==> src/rtl/mem_arbiter_2.sv <==
// Two-port round-robin arbiter in front of a single-ported memory with a variable-latency ack.
// Each access is granted from IDLE, holds the memory bus in BUSYx, then pulses done in RESPx.
module mem_arbiter_2 #(
  parameter int unsigned WIDTH  = 32,
  parameter int unsigned AWIDTH = 32
) (
  input  logic              clk,
  input  logic              rst,

  input  logic              m0_req,
  input  logic              m0_we,
  input  logic [AWIDTH-1:0] m0_addr,
  input  logic [WIDTH-1:0]  m0_wdata,
  output logic [WIDTH-1:0]  m0_rdata,
  output logic              m0_done,

  input  logic              m1_req,
  input  logic              m1_we,
  input  logic [AWIDTH-1:0] m1_addr,
  input  logic [WIDTH-1:0]  m1_wdata,
  output logic [WIDTH-1:0]  m1_rdata,
  output logic              m1_done,

  output logic              mem_en,
  output logic              mem_we,
  output logic [AWIDTH-1:0] mem_addr,
  output logic [WIDTH-1:0]  mem_wdata,
  input  logic [WIDTH-1:0]  mem_rdata,
  input  logic              mem_ack
);

  typedef enum logic [2:0] {
    StIdle  = 3'd0,
    StBusy0 = 3'd1,
    StBusy1 = 3'd2,
    StResp0 = 3'd3,
    StResp1 = 3'd4
  } state_e;

  state_e              state_q, state_d;
  logic                last_grant_q, last_grant_d;
  logic                mem_we_q, mem_we_d;
  logic [AWIDTH-1:0]   mem_addr_q, mem_addr_d;
  logic [WIDTH-1:0]    mem_wdata_q, mem_wdata_d;
  logic [WIDTH-1:0]    m0_rdata_q, m0_rdata_d;
  logic [WIDTH-1:0]    m1_rdata_q, m1_rdata_d;
  logic                grant1;

  // Under contention the port that did not win last time goes next.
  always_comb begin
    if (m0_req && m1_req) begin
      grant1 = ~last_grant_q;
    end else begin
      grant1 = m1_req;
    end
  end

  always_comb begin
    state_d      = state_q;
    last_grant_d = last_grant_q;
    mem_we_d     = mem_we_q;
    mem_addr_d   = mem_addr_q;
    mem_wdata_d  = mem_wdata_q;
    m0_rdata_d   = m0_rdata_q;
    m1_rdata_d   = m1_rdata_q;

    unique case (state_q)
      StIdle: begin
        if (m0_req || m1_req) begin
          last_grant_d = grant1;
          if (grant1) begin
            state_d     = StBusy1;
            mem_we_d    = m1_we;
            mem_addr_d  = m1_addr;
            mem_wdata_d = m1_wdata;
          end else begin
            state_d     = StBusy0;
            mem_we_d    = m0_we;
            mem_addr_d  = m0_addr;
            mem_wdata_d = m0_wdata;
          end
        end
      end
      StBusy0: begin
        if (mem_ack) begin
          state_d = StResp0;
          if (!mem_we_q) begin
            m0_rdata_d = mem_rdata;
          end
        end
      end
      StBusy1: begin
        if (mem_ack) begin
          state_d = StResp1;
          if (!mem_we_q) begin
            m1_rdata_d = mem_rdata;
          end
        end
      end
      StResp0, StResp1: begin
        state_d = StIdle;
      end
      default: begin
        state_d = StIdle;
      end
    endcase
  end

  always_ff @(posedge clk) begin
    if (rst) begin
      state_q      <= StIdle;
      last_grant_q <= 1'b1;
      mem_we_q     <= 1'b0;
      mem_addr_q   <= '0;
      mem_wdata_q  <= '0;
      m0_rdata_q   <= '0;
      m1_rdata_q   <= '0;
    end else begin
      state_q      <= state_d;
      last_grant_q <= last_grant_d;
      mem_we_q     <= mem_we_d;
      mem_addr_q   <= mem_addr_d;
      mem_wdata_q  <= mem_wdata_d;
      m0_rdata_q   <= m0_rdata_d;
      m1_rdata_q   <= m1_rdata_d;
    end
  end

  assign mem_en    = (state_q == StBusy0) || (state_q == StBusy1);
  assign mem_we    = mem_we_q;
  assign mem_addr  = mem_addr_q;
  assign mem_wdata = mem_wdata_q;
  assign m0_done   = (state_q == StResp0);
  assign m1_done   = (state_q == StResp1);
  assign m0_rdata  = m0_rdata_q;
  assign m1_rdata  = m1_rdata_q;

endmodule

==> config.mk <==
export PLATFORM = sky130hd
export DESIGN_NAME = mem_arbiter_2
export DESIGN_NICKNAME = d
export VERILOG_FILES = /design/src/rtl/mem_arbiter_2.sv
export SDC_FILE = /design/constraint.sdc
export NUM_CORES = 1
export LEC_CHECK = 0
export CAP_MARGIN = 20
export CORE_MARGIN = 2
export CORE_UTILIZATION = 40
export DETAILED_ROUTE_END_ITERATION = 16
export GPL_ROUTABILITY_DRIVEN = 0
export GPL_TIMING_DRIVEN = 0
export HOLD_SLACK_MARGIN = 0.06
export PLACE_DENSITY = 0.83
export SLEW_MARGIN = 40
export SYNTH_ARGS = -nofsm -noshare
export SYNTH_HDL_FRONTEND = slang
export SYNTH_SLANG_ARGS = --single-unit
==> constraint.sdc <==
create_clock -name clk -period 2.05 [get_ports clk]
set_input_delay 0.41 -clock clk [delete_from_list [all_inputs] [get_ports clk]]
set_output_delay 0.41 -clock clk [all_outputs]
set_load 0.05 [all_outputs]
* Word level (Yosys, flattened, before mapping)
Cells that the tools add are included.
** Cells by class
- Equality and inequality tests :: 7
- Muxes and demuxes :: 9
- Bitwise logic cells :: 2
- Reductions and logical operators :: 8
** Operators with widths (count)
- 2-to-1 mux 32 bit :: 2
- 2-to-1 mux 3 bit :: 3
- case mux 3 bit (3 select lines) :: 1
- AND reduction 3 bit :: 3
- equality test 3 x 2 -> 1 bit (second input constant) :: 2
- inequality test 2 bit (second input constant) :: 3
- equality test 3 x 1 -> 1 bit (second input constant) :: 1
- equality test 3 bit (second input constant) :: 1
- logical NOT 3 bit :: 1
- logical OR 1 bit :: 2
- 2-to-1 mux 1 bit :: 2
- 2-to-1 mux 2 bit :: 1
- inverter 1 bit :: 2
- AND reduction 2 bit :: 1
- logical AND 1 bit :: 1
** Word-level totals
- Register bits :: 133
- Input bits :: 167
- Output and inout bits :: 132
- Logic and storage cells :: 33

* Longest topological paths before layout
- Depth in word-level cells :: 5
- Gate-level depth with buffers :: 6
- Depth with buffers taken out :: 3

* Least setup slack after synthesis
OpenSTA, ideal clock, no wires.
- Path type :: register to output
- Start :: register state_q[0]
- End :: output m0_done
- Arrival time :: 1999 ps
- Data required time :: 1640 ps
- Path slack :: -359 ps
- Stages on the path, launching flop included :: 5
- Path buffers :: 2
- Cells stage by stage :: dfxtp_1 -> buf_2 -> inv_1 -> clkbuf_1 -> nor3b_1
** Between the ends
- Word-level cells in the longest chain between the ends :: 1
** RTL lines
- start: declaration :: line 40 : state_e state_q, state_d;
- start signal: assignment :: line 111 : state_q <= StIdle;
- start signal: assignment :: line 119 : state_q <= state_d;
- equality test 3 x 2 -> 1 bit :: line 133 : assign m0_done = (state_q == StResp0);
- end: declaration :: line 15 : output logic m0_done,
Every way passes these cells.

* Final worst setup path
- Start :: register mem_wdata_q[0] (netlist: mem_wdata[0])
- End :: output mem_wdata[0]
** RTL lines
- start: declaration :: line 44 : logic [WIDTH-1:0] mem_wdata_q, mem_wdata_d;
- start signal: assignment :: line 123 : mem_wdata_q <= mem_wdata_d;
- end: declaration :: line 27 : output logic [WIDTH-1:0] mem_wdata,
No word-level cell between the ends.

==> flow_results.org <==
** CTS
- In this run the number of H-tree levels came out at 4.
- The clock reaches the later pin of the worst-skew pair after 0.42 ns.
- After clock tree synthesis, the clock-pin slew on the worst setup and hold paths is 0.06 ns.
- CTS Buffer Depth :: 2
- Hold-fix buffer count after cts :: 0
- Clock tree synthesis selected as its root buffer the cell clkbuf_16.
- For this design, the sink count on the clock tree is 133.
- TritonCTS built the clock tree.
- CTS Buf Count :: 17

** Global routing
- The number of antenna violations at the first check in global routing came to 0.
- In the global route stage, overall resource usage came out at 27.2%.
- First-pass GRT wire length :: 33900 um
- Global routing's busiest layer :: met2
- For met3 alone, demand over resource in global routing was 9.49%.
- GR Util met1 :: 31.0%
- The number of global-route vias before repair came to 6569.
- Entering global routing, the biggest net connects 18 pins.
- Global routing used 45.9% of the available met2 tracks.
- Remaining global-route overflow :: 0

** Timing
- Total of endpoints with negative setup slack in the final report :: 0
- Setup total negative slack on the finished layout was measured at 0 ns.
- Worst setup skew after layout :: 0.00549 ns
- Max-slew headroom at the worst pin :: 52.9%
- Fmax :: 0.497 GHz
- The final-report hold violation count came to 0.
- Hold is met by 0.469 ns.
- For the pin with the worst max-slew slack, the measured transition is 0.706 ns.
- The max-slew violation total from the final report is 0.
- After layout, the worst path uses 98.1% of the clock period.
- Min Clock Period, post-route :: 2.01 ns

** Detailed routing
- In the routed design, unresolved DRC markers number 0.
- Violation count after the first detailed-routing iteration :: 398
- Number of vias in the routed layout :: 6670
- Total Routed Length :: 22000 um
- In this run the remaining antenna-violating nets after routing total 0.
- Using the TritonRoute via totals, the vias-per-cell ratio works out to 5.54.
- Average wire per standard cell :: 18.2 um
- Total iterations of the first detailed-routing run :: 5

** Place
- Including well taps, the total number of placed cells is 1170.
- Post-detail-place hpwl :: 16100 um
- Input and output buffers added on the ports amount to 297.

** Cells and area
- Fin cells :: 1204
- Final net count :: 1174
- Number of fill cells in the layout :: 1157
- In the final layout, flip-flops and latches occupy 0.00266 mm^2.
- From synthesis to final layout, the design area changed by 66.8%.
- Cells with a size suffix above 1 make up 10.2% of the layout.
- Area taken by multi-input logic gates :: 0.00256 mm^2
- # diodes :: 0

** Yosys
- After synthesis, the mean cell area works out to 8.47 um^2.
- Top-count cell post-synth :: dfxtp_1
- Of the synthesized area, sequential elements account for 45.6%.
- Number of library cell types mapped by synthesis :: 31
- The number of nets handed over by synthesis was 856.
- Flop and latch count out of synthesis :: 133
- dfxtp_1 takes more of the synthesized area than any other cell.
- Largest cells by area after synthesis :: dfxtp_1, a21oi_1, a2111oi_2
- Warnings from Yosys :: 0
- Summing every instance area after synthesis gives 0.00583 mm^2.
- Commonest cells in the synthesized netlist :: dfxtp_1, a21oi_1, inv_1, nor3_1, o21ai_0
- Synthesized instance count :: 689
- Number of flops mapped to enable cells by yosys :: 0
- The synthesized design devotes to its leading area cell type 45.6% of total area.
- In the synthesized netlist the async set-or-reset flop fraction comes to 0%.
- Top FF cell, synth :: dfxtp_1

** Worst setup path
- Worst-case reg-to-reg path depth :: 5
- The signal on the critical path passes through clkdlybuf4s50_1.
- Critical R2R Capture :: m1_rdata[6]
- Crit-path slowest cell :: clkdlybuf4s50_1
- Reg-to-Reg Start :: state_q[2]
- Maximum fanout encountered on the critical timing path :: 2
- Crit path max-delay family :: buffers and inverters
- The worst register-to-register path has a setup slack of 0.17 ns.
- Critical Path Sink Type :: primary output
- The largest single stage delay on the critical path is 0.82 ns.
- Counting both buffers and inverters, the worst setup path holds a total of 1.
- For the worst setup path, the data required time is 1.64 ns.
- Category of the worst setup path launch point :: register
- For the worst setup path, the data arrival time is 1.60 ns.
- The setup path with the least slack is of type register to primary output.

** Pwr
- The worst-case IR drop observed on VDD is 0.659 mV.
- Leakage power summed over all cells :: 0.00385 uW
- Power Density :: 960 mW/mm^2

** Die
- The core region is 0.0144 mm^2.
- The floorplan step defined a die boundary enclosing 0.0156 mm^2.
- The floorplan step set the die height to 125 um.
- The initialized floorplan defines 44 standard-cell rows.
- Top-level I/O count :: 299
- Die width :: 125 um
- For this configuration, the core starts out at a cell density of 40.6%.

** Worst hold path
- Sink of the worst hold path :: mem_addr[20]
- Along the worst hold path, the cell count comes to 2.
- The worst hold path begins at rst.
- Hold/Removal Path Class :: input pin to register

** Status
- The run finished with clean final reports.

** Job
- Across the run, the number of max-cap violations was 0.
[layer usage]
layer	vias to the layer above	wire, um
li1	3147	-
met1	3126	8540
met2	341	10700
met3	56	1970
met4	0	767
met5	-	0
[power breakdown]
part	internal [uW]	switching, uW	total (uW)
Sequential	2860	153	3010
Clock	1940	1250	3190
Combinational	1150	1990	3140
Total	5950	3390	9350
[worst max path at each step]
stage	endpoint	start	cells past startpoint
after floorplan	m0_done	state_q[0]	4
after global placement	m0_done	state_q[0]	5
after detailed placement	m0_done	state_q[0]	5
after CTS	m0_done	state_q[0]	4
after global routing	m0_rdata[22]	m0_rdata[22]	1
final	mem_wdata[0]	mem_wdata[0]	1
[cell usage in the layout (no fill, tap or decap), types with 8 or more instances in the layout]
cell	synthesis	routed
a2111oi_0	37	37
nor3_1	66	66
buf_4	8	11
clkdlybuf4s50_1	0	271
a21oi_1	130	130
dlymetal6s2s_1	0	20
dfxtp_1	133	132
clkbuf_16	0	17
inv_6	0	8
inv_1	67	66
buf_2	15	15
clkbuf_1	49	48
a2111oi_2	28	28
nand3_1	64	64
o21ai_0	66	66
[timing repair]
item,4_1_cts,5_1_grt
hold endpoints to repair,0,0
buffers inserted,0,3
setup endpoints to repair,6,26
resized for setup,16,27
pin swaps,0,1
[area by class of cell]
class                      instances  area share [%]
sequential                       133            27.4
inverter                          67            2.62
clock buffer                      17            4.37
multi-input combinational        412            26.3
buffer                            76            3.82
clock inverter                    15            1.94
tap                              184            2.37
timing repair buffer             300            31.2
[metrics by stage]
step           util [%]  total power [uW]  setup slack, ns  cell area, um^2
4_1_cts            67.2              9370           -0.126             9650
2_1_floorplan         -              4980            0.126             5840
3_5_place_dp       62.9              6180           -0.537             9040
6_report           67.7              9350           0.0394             9730
5_1_grt            67.7              9730          -0.0231             9730
3_3_place_gp       62.9              6140           -0.535             9040
[state kept, by name, indices dropped and copies added, names as in the netlist]
register and flops:
m1_rdata 32, mem_wdata 32, state_q 3, m0_rdata 32
mem_we 1, mem_addr 32, last_grant_q 1
[logic make-up (layout without fill, tap and decap cells)]
family,after synthesis,count (layout),share of synthesized area (%)
compound gates,264,264,30.1
simple gates,147,147,13.5
buf+inv,144,475,10.6
flops,133,133,45.6
xor+xnor,1,1,0.150
No activity file was read; power rests on OpenSTA's default activity.
